--- config.mk ---
export PLATFORM = sky130hd
export DESIGN_NAME = timer_scheduler
export DESIGN_NICKNAME = d
export VERILOG_FILES = /design/src/rtl/timer_sched_pkg.sv /design/src/rtl/timer_scheduler_rr_arbiter.sv /design/src/rtl/upcounter.sv /design/src/rtl/timer_scheduler.sv
export SDC_FILE = /design/constraint.sdc
export NUM_CORES = 1
export LEC_CHECK = 0
export CAP_MARGIN = 25
export CORE_MARGIN = 1.5
export CORE_UTILIZATION = 49
export DETAILED_ROUTE_END_ITERATION = 8
export PLACE_DENSITY = 0.87
export SLEW_MARGIN = 0
export SYNTH_ARGS = -nofsm -noshare
export SYNTH_HDL_FRONTEND = slang
export SYNTH_SLANG_ARGS = --single-unit
--- constraint.sdc ---
create_clock -name clk -period 5.2 [get_ports clk]
set_input_delay 1.04 -clock clk [delete_from_list [all_inputs] [get_ports clk]]
set_output_delay 1.04 -clock clk [all_outputs]
set_load 0.02 [all_outputs]
--- src/rtl/timer_sched_pkg.sv ---
// Shared definitions for the timer scheduler slice.
//   DELAY_W : width of requester delays and the shared counter value
//   STATS_W : width of each per-requester completion counter
//   state_t : scheduler FSM encoding (IDLE=0, START=1, RUN=2, DONE=3)
package timer_sched_pkg;

  localparam int unsigned DELAY_W = 32;
  localparam int unsigned STATS_W = 16;

  typedef enum logic [1:0] {
    IDLE  = 2'd0,
    START = 2'd1,
    RUN   = 2'd2,
    DONE  = 2'd3
  } state_t;

endpackage

--- src/rtl/timer_scheduler_rr_arbiter.sv ---
// Combinational round-robin arbiter.
//   valid_i     : per-requester request bits
//   ptr_i       : highest-priority index (search starts here and wraps)
//   gnt_valid_o : at least one request is present
//   gnt_id_o    : index of the granted requester
module rr_arbiter #(
  parameter int unsigned NUM_REQ = 4,
  parameter int unsigned ID_W    = $clog2(NUM_REQ)
) (
  input  logic [NUM_REQ-1:0] valid_i,
  input  logic [ID_W-1:0]    ptr_i,
  output logic               gnt_valid_o,
  output logic [ID_W-1:0]    gnt_id_o
);

  logic [ID_W:0]   w_sum;
  logic [ID_W-1:0] w_idx;

  always_comb begin
    gnt_valid_o = 1'b0;
    gnt_id_o    = '0;
    w_sum       = '0;
    w_idx       = '0;
    for (int unsigned i = 0; i < NUM_REQ; i++) begin
      // ptr_i is always < NUM_REQ, so a single conditional subtract wraps.
      w_sum = {1'b0, ptr_i} + (ID_W+1)'(i);
      if (w_sum >= (ID_W+1)'(NUM_REQ)) begin
        w_sum = w_sum - (ID_W+1)'(NUM_REQ);
      end
      w_idx = w_sum[ID_W-1:0];
      if (!gnt_valid_o && valid_i[w_idx]) begin
        gnt_valid_o = 1'b1;
        gnt_id_o    = w_idx;
      end
    end
  end

endmodule

--- src/rtl/upcounter.sv ---
// Shared 32-bit upcounter.
//   clk, rst_n : clock, asynchronous active-low reset
//   start_i    : one-cycle pulse, clears the count to 0 and begins counting
//   load_i     : terminal value; on reaching it the count self-clears and stops
//   count_o    : current count value
module upcounter
  import timer_sched_pkg::*;
#(
  parameter int unsigned WIDTH = DELAY_W
) (
  input  logic             clk,
  input  logic             rst_n,
  input  logic             start_i,
  input  logic [WIDTH-1:0] load_i,
  output logic [WIDTH-1:0] count_o
);

  logic             r_run;
  logic [WIDTH-1:0] r_count;

  always_ff @(posedge clk or negedge rst_n) begin
    if (!rst_n) begin
      r_run   <= 1'b0;
      r_count <= '0;
    end else if (start_i) begin
      r_run   <= 1'b1;
      r_count <= '0;
    end else if (r_run) begin
      if (r_count == load_i) begin
        r_run   <= 1'b0;
        r_count <= '0;
      end else begin
        r_count <= r_count + 1'b1;
      end
    end
  end

  assign count_o = r_count;

endmodule

--- src/rtl/timer_scheduler.sv ---
// Timer scheduler: shares one upcounter among NUM_REQ delay requesters.
//   clk, rst_n   : clock, asynchronous active-low reset (also resets the counter)
//   req_valid_i  : per-requester delay request
//   req_ready_o  : per-requester accept (only in IDLE, to the round-robin winner)
//   req_delay_i  : per-requester 32-bit delay, slice i = [32*i+31:32*i]
//   done_o       : one-cycle completion pulse to the owning requester
//   busy_o       : high whenever the scheduler is not IDLE
//   active_id_o  : index of the current or last owner
//   count_o      : mirror of the shared counter
//   stats_o      : per-requester 16-bit saturating completion counts
//                  (present only when TIMER_SCHED_STATS_EN is defined)
module timer_scheduler
  import timer_sched_pkg::*;
#(
  parameter int unsigned NUM_REQ = 4,
  parameter int unsigned ID_W    = $clog2(NUM_REQ)
) (
  input  logic                       clk,
  input  logic                       rst_n,
  input  logic [NUM_REQ-1:0]         req_valid_i,
  output logic [NUM_REQ-1:0]         req_ready_o,
  input  logic [NUM_REQ*DELAY_W-1:0] req_delay_i,
  output logic [NUM_REQ-1:0]         done_o,
  output logic                       busy_o,
  output logic [ID_W-1:0]            active_id_o,
  output logic [DELAY_W-1:0]         count_o
`ifdef TIMER_SCHED_STATS_EN
  ,
  output logic [NUM_REQ*STATS_W-1:0] stats_o
`endif
);

  state_t               r_state;
  logic [ID_W-1:0]      r_rr_ptr;
  logic [ID_W-1:0]      r_active_id;
  logic [DELAY_W-1:0]   r_load_q;

  logic                 w_gnt_valid;
  logic [ID_W-1:0]      w_gnt_id;
  logic                 w_transfer;
  logic [ID_W-1:0]      w_next_ptr;
  logic [DELAY_W-1:0]   w_count;
  logic [DELAY_W-1:0]   w_delay [NUM_REQ];

  for (genvar g = 0; g < NUM_REQ; g++) begin : g_delay
    assign w_delay[g] = req_delay_i[g*DELAY_W +: DELAY_W];
  end

  rr_arbiter #(
    .NUM_REQ (NUM_REQ),
    .ID_W    (ID_W)
  ) u_arb (
    .valid_i     (req_valid_i),
    .ptr_i       (r_rr_ptr),
    .gnt_valid_o (w_gnt_valid),
    .gnt_id_o    (w_gnt_id)
  );

  upcounter #(
    .WIDTH (DELAY_W)
  ) u_cnt (
    .clk     (clk),
    .rst_n   (rst_n),
    .start_i (r_state == START),
    .load_i  (r_load_q),
    .count_o (w_count)
  );

  assign w_transfer = (r_state == IDLE) && w_gnt_valid;
  assign w_next_ptr = (w_gnt_id == ID_W'(NUM_REQ - 1)) ? '0 : w_gnt_id + 1'b1;

  always_ff @(posedge clk or negedge rst_n) begin
    if (!rst_n) begin
      r_state     <= IDLE;
      r_rr_ptr    <= '0;
      r_active_id <= '0;
      r_load_q    <= '0;
    end else begin
      case (r_state)
        IDLE: begin
          if (w_transfer) begin
            r_load_q    <= w_delay[w_gnt_id];
            r_active_id <= w_gnt_id;
            r_rr_ptr    <= w_next_ptr;
            r_state     <= START;
          end
        end
        START: r_state <= RUN;
        RUN: begin
          if (w_count == r_load_q) begin
            r_state <= DONE;
          end
        end
        DONE:    r_state <= IDLE;
        default: r_state <= IDLE;
      endcase
    end
  end

  always_comb begin
    req_ready_o = '0;
    done_o      = '0;
    if (w_transfer) begin
      req_ready_o[w_gnt_id] = 1'b1;
    end
    if (r_state == DONE) begin
      done_o[r_active_id] = 1'b1;
    end
  end

  assign busy_o      = (r_state != IDLE);
  assign active_id_o = r_active_id;
  assign count_o     = w_count;

`ifdef TIMER_SCHED_STATS_EN
  logic [STATS_W-1:0] r_stats [NUM_REQ];

  always_ff @(posedge clk or negedge rst_n) begin
    if (!rst_n) begin
      for (int unsigned i = 0; i < NUM_REQ; i++) begin
        r_stats[i] <= '0;
      end
    end else if (r_state == DONE && r_stats[r_active_id] != '1) begin
      r_stats[r_active_id] <= r_stats[r_active_id] + 1'b1;
    end
  end

  for (genvar g = 0; g < NUM_REQ; g++) begin : g_stats
    assign stats_o[g*STATS_W +: STATS_W] = r_stats[g];
  end
`endif

endmodule

**Word level (Yosys, flattened, before mapping)**

Cells that the tools add are included.
W data, S select, Z words.

- Flip-flop bits (word level): 71
- Input port bits: 134
- Output and inout bits: 43
- Word-level logic and storage cells: 89

- Add/sub/neg operators: 9
- Order comparisons: 13
- Equality and inequality tests: 7
- Muxes and demuxes: 39
- Bitwise gates (word level): 1
- Reduce and logical (&&, ||, !) cells: 14

Operators by type and width:

| kind | number |
|---|---|
| $mux W32 | 5 |
| $bmux W32 S2 | 1 |
| $add A32 B1 Y32 const B | 1 |
| $eq A32 B32 Y1 | 1 |
| $mux W2 | 11 |
| $lt A2 B3 Y1 const B | 6 |
| $mux W1 | 13 |
| $ge A3 B3 Y1 const B | 4 |
| $bmux W1 S2 | 4 |
| $mux W4 | 2 |
| $pmux W2 S4 | 1 |
| $sub A2 B1 Y2 const B | 4 |
| $add A2 B2 Y3 const B | 2 |
| $eq A2 B2 Y1 const B | 3 |
| $logic_and A1 B1 Y1 | 6 |
| $demux W1 S2 | 2 |
| $ge A2 B1 Y1 const B | 2 |
| $ne A2 B2 Y1 const B | 2 |
| $reduce_and A2 Y1 | 2 |
| $reduce_bool A2 Y1 | 2 |
| $add A2 B1 Y3 const B | 1 |
| $ge A2 B3 Y1 const B | 1 |
| $logic_not A1 Y1 | 3 |
| $not A2 Y3 | 1 |
| 3 further kinds | 3 |

**Logic depth before layout (Yosys ltp)**

- Word-level depth: 19
- Gate-level depth with buffers: 9
- Gate-level depth less buffers: 7

**By module**

Synthesis repeated with hierarchy kept, for this count alone.

- Cell total of the unflattened synthesis: 475
- Area, all modules: 5,084.9 sq um

By module, submodules not included:

| module | instances | cells an instance | area an instance (sq um) | seq. area each (sq um) |
|---|---|---|---|---|
| timer_scheduler | 1 | 198 | 2,728.9 | 950.9 |
| upcounter | 1 | 262 | 2,278.4 | 825.8 |
| rr_arbiter | 1 | 15 | 77.6 | 0.0 |

**Worst setup path before layout**

OpenSTA, ideal clock, no wires.

- Path type: input port to output port
- Start point: in req_valid_i[0]
- End point: out req_ready_o[2]
- Arrival time: 2.482 ns
- Path slack: 1.678 ns
- Cell stages on the path: 7
- Buffers on the path: 3
- Cells stage by stage: a21o_1 > a21oi_1 > o22a_1 > buf_2 > buf_4 > buf_6 > nor3b_1

- Word-level cells in the longest chain between the ends: 17

RTL lines:

| element | RTL line | source |
|---|---|---|
| start, declared | timer_scheduler.sv:20 | `input logic [NUM_REQ-1:0] req_valid_i,` |
| $bmux W1 S2 | timer_scheduler_rr_arbiter.sv:31 | `if (!gnt_valid_o && valid_i[w_idx]) begin` |
| $mux W1 (implied by the code) | timer_scheduler_rr_arbiter.sv:31 |  |
| $mux W1 | timer_scheduler_rr_arbiter.sv:31 |  |
| $logic_not A1 Y1 | timer_scheduler_rr_arbiter.sv:31 |  |
| $logic_and A1 B1 Y1 | timer_scheduler_rr_arbiter.sv:31 |  |
| $mux W1 | timer_scheduler_rr_arbiter.sv:31 |  |
| $logic_not A1 Y1 | timer_scheduler_rr_arbiter.sv:31 |  |
| $logic_and A1 B1 Y1 | timer_scheduler_rr_arbiter.sv:31 |  |
| $mux W1 | timer_scheduler_rr_arbiter.sv:31 |  |
| $logic_not A1 Y1 | timer_scheduler_rr_arbiter.sv:31 |  |
| $logic_and A1 B1 Y1 | timer_scheduler_rr_arbiter.sv:31 |  |
| $mux W2 | timer_scheduler_rr_arbiter.sv:31 |  |
| $lt A2 B3 Y1 (implied by the code) / $ge A2 B1 Y1 (equally long branches) | timer_scheduler.sv:104 | `req_ready_o[w_gnt_id] = 1'b1;` |
| $logic_and A1 B1 Y1 (implied by the code) | timer_scheduler.sv:104 |  |
| $mux W1 (implied by the code) | timer_scheduler.sv:104 |  |
| $demux W1 S2 | timer_scheduler.sv:104 |  |
| $mux W4 (*) | timer_scheduler.sv:103 | `if (w_transfer) begin` |
| end, declared | timer_scheduler.sv:21 | `output logic [NUM_REQ-1:0] req_ready_o,` |

Mark *: on every way between the ends. The rest lies on a longest branch, timed or not. The select of a mux whose other input is x is not followed.

**Worst setup path in the final report**

- Start point: in req_valid_i[0]
- End point: out req_ready_o[3]

The elaborated chain is that of the path after synthesis.

==> metrics <==
status=finished, final reports clean; syn_nets=673; Worst Skew=0.0144 ns; HP Class=reg2reg; metal1 wirelength=5790 microns; Final Cycle Share=80.3%; Synthesis Warnings=0; Final HPWL DP=11000 microns; relative slew slack=29.0%; CP Data Arrival Time=3.14 ns; synthesized area=4930 sq um; count of different cell masters after synthesis=50; critical path startpoint category=primary input; Hold Startpoint=r_load_q[20]$_DFFE_PN0P_; critical path required time=4.16 ns; # diodes=0; FMAX=239 MHz; sequential share of the synthesized area=36.0%; Layout Cells excl Fill=827; Slew @ Worst Pin=1.06 ns; Final GP Congestion=0.900; # H-tree levels=3; drt total wl=14000 microns; critical path fanouts, max=12; DR vias/cell=5.60; Std-Cell Rows=36; Hold WS=0.509 ns; DR top layer=met4; vias=4634; Worst R2R Path Depth=7; clock sink total=71; crit path from=req_valid_i[0]; Routed Antenna Nets=0; largest net degree at the start of global routing=72; Crit Path Category=in2out; fin util=71.3%; Syn Area/Cell=9.25 sq um; Synth Instances=533; vias in the first global route=4408; P_leak=2.82 nW; Tot GR Track Use=26.8%; Num CTS Buffers=9; ys async rst share=100%; hold_buf cts=0; initial antenna violation count=0; die width=103 microns; RSZ-0062 raised after global routing=false; I/O Pins=177; Setup TNS Final=0 ns; global route overflow=0; Cell Area, Placed=6730 sq um; Final setup violation count=0; Final Max Tran Viols=0; Worst-path clk slew=0.07 ns; MaxCap Viol Count=0; Core ar.=9770 sq um; # resized after CTS=0; Reg-to-Reg Start=r_rr_ptr[1]$_DFFE_PN0P_; Period minus WS final=4.18 ns; port bufs=176; number of synthesized flops with an enable pin=0; Main synth FF type=dfrtp_1; CTS root buffer=clkbuf_8; VDD IR max=0.000191 V; DR pass1 iterations=5; Post CTS Setup Buffer Count=0; die height=103 microns; DP Cell Count=811; Hold Path Stages=2; layout cells sized above 1=9.80%; metal2 WL=6880 microns; CTS Buffer Depth=2; Initial Util=50.4%; synth-to-layout area growth=41.4%; # DRC=0; first-pass GRT wire length=21900 microns; Die ar.=10700 sq um; Final nets=829; CP endpoint kind=output port; DR WL/cell=16.9 microns; Pwr Density=395 nW/um^2; Detailed Route Iter0 Violations=160; clk_lat worst skew=0.34 ns; met3 WL post-DR=919 microns; final hold violation count=0; final design instance area without fill=6970 sq um; Seq cells post-synth=71; CTS tree=built
==> layout by cell type, fill, tap and decap left out, types with 2 or more instances in the layout <==
master           Yosys  layout
and3_1               3       3
and2_1               4       4
xnor2_1             32      32
nand4_1             16      16
nor4_2               3       3
or4_1                4       4
or2_2                2       2
inv_1               18      18
clkdlybuf4s50_1      0     175
a22oi_1              2       2
o21ai_1              8       8
bufinv_16            0       3
o21ai_0             31      31
clkbuf_1            16       3
buf_4                7       5
ha_1                 6       6
o211ai_1             3       3
o311ai_1             6       6
clkbuf_8             0      10
or3_1               13      13
nand2b_1             6       5
a41oi_1              3       3
nor3b_1              4       4
nor2_1               7       6
dfrtp_1             71      71
nor4_1               3       3
nand2_1             69      69
a21oi_1             14      13
o31ai_1              4       4
mux2_2              36      36
o22ai_1              6       6
nand3_1             39      39
mux2i_1             64      64
nor3_1               2       2
==> worst paths after layout <==
kind	endpoint	slack, ns
setup / recovery	req_ready_o[3]	1.02
hold reg to reg	r_load_q[20]$_DFFE_PN0P_	0.51
min in group asynchronous	u_cnt.count_o[19]$_DFFE_PN0P_	0.88
hold / removal	r_load_q[20]$_DFFE_PN0P_	0.51
max in group asynchronous	u_cnt.count_o[2]$_DFFE_PN0P_	3.70
setup reg to reg	r_load_q[1]$_DFFE_PN0P_	2.48
==> critical path, cell delays in order <==
cell and delay [ns]:
clkdlybuf4s50_1 0.47, a21o_1 0.21, a21oi_1 0.20, o22a_4 0.28, ha_1 0.20, inv_1 0.04, nor2_1 0.09, clkdlybuf4s50_1 0.61
==> power by group <==
part / switching (mW) / internal, mW
Combinational: 0.669 / 0.668
Sequential: 0.168 / 0.720
Clock: 0.198 / 0.333
==> layer usage <==
layer | up-vias | track usage, %
li1 | 2225 | -
met1 | 2168 | 35.4
met2 | 216 | 43.6
met3 | 25 | 4.44
met4 | 0 | 11.6
met5 | - | 0
==> synthesized netlist by cell type (2+ instances only) <==
cell      instances  area share, %
nor2_1            7           0.53
xnor2_1          32            5.7
nand2_1          69            5.3
or3_1            13            1.7
mux2i_1          64             13
mux2_2           36            8.2
o22ai_1           6           0.76
nand4_1          16            2.0
o31ai_1           4           0.61
nor3_1            2           0.20
a21oi_1          14            1.4
o311ai_1          6            1.1
nand3_1          39            4.0
dfrtp_1          71             36
o22a_1            2           0.36
buf_4             7            1.1
nor4_1            3           0.38
nand2b_1          6           0.76
inv_1            18            1.4
and2_1            4           0.51
o21ai_0          31            3.1
o21ai_1           8           0.81
a41oi_1           3           0.53
o211ai_1          3           0.46
buf_2            12            1.2
nor3b_1           4           0.61
ha_1              6            1.5
and3_1            3           0.38
nor4_2            3           0.76
clkbuf_1         16            1.2
or2_2             2           0.25
or4_1             4           0.61
a22oi_1           2           0.30
==> flip-flops by register name, summed over array words and instances, names as in the netlist <==
name           flops
r_load_q          32
active_id_o        2
r_state            2
u_cnt.count_o     32
u_cnt.r_run        1
r_rr_ptr           2
==> final cells by class <==
type / instances / area [sq um]
clock inverters: 3 / 90.1
inverters: 18 / 67.6
flip-flops and latches: 71 / 1780
repair buffers: 181 / 1790
multi-input cells: 408 / 2930
well taps: 133 / 166
fillers: 752 / 2810
clock buffers: 13 / 149
==> stage by stage <==
step	setup WS [ns]	power [mW]
after floorplan	1.68	1.82
after global placement	1.13	2.18
after detailed placement	1.04	2.23
after CTS	1.03	2.77
after global routing	0.932	2.93
final	1.02	2.76
==> cell families (layout without fill, tap and decap cells) <==
group                      Yosys count  count (layout)  share of synthesized area [%]
adders and majority gates            6               6                           1.52
buffers and inverters               54             215                           5.10
muxes                              100             100                           21.2
DFF                                 71              71                           36.0
and+or+nand+nor                    185             185                           20.0
AOI/OAI and AO/OA                   85              85                           10.4
xor gates and xnor gates            32              32                           5.69
Power figures use the tool's default switching activity.
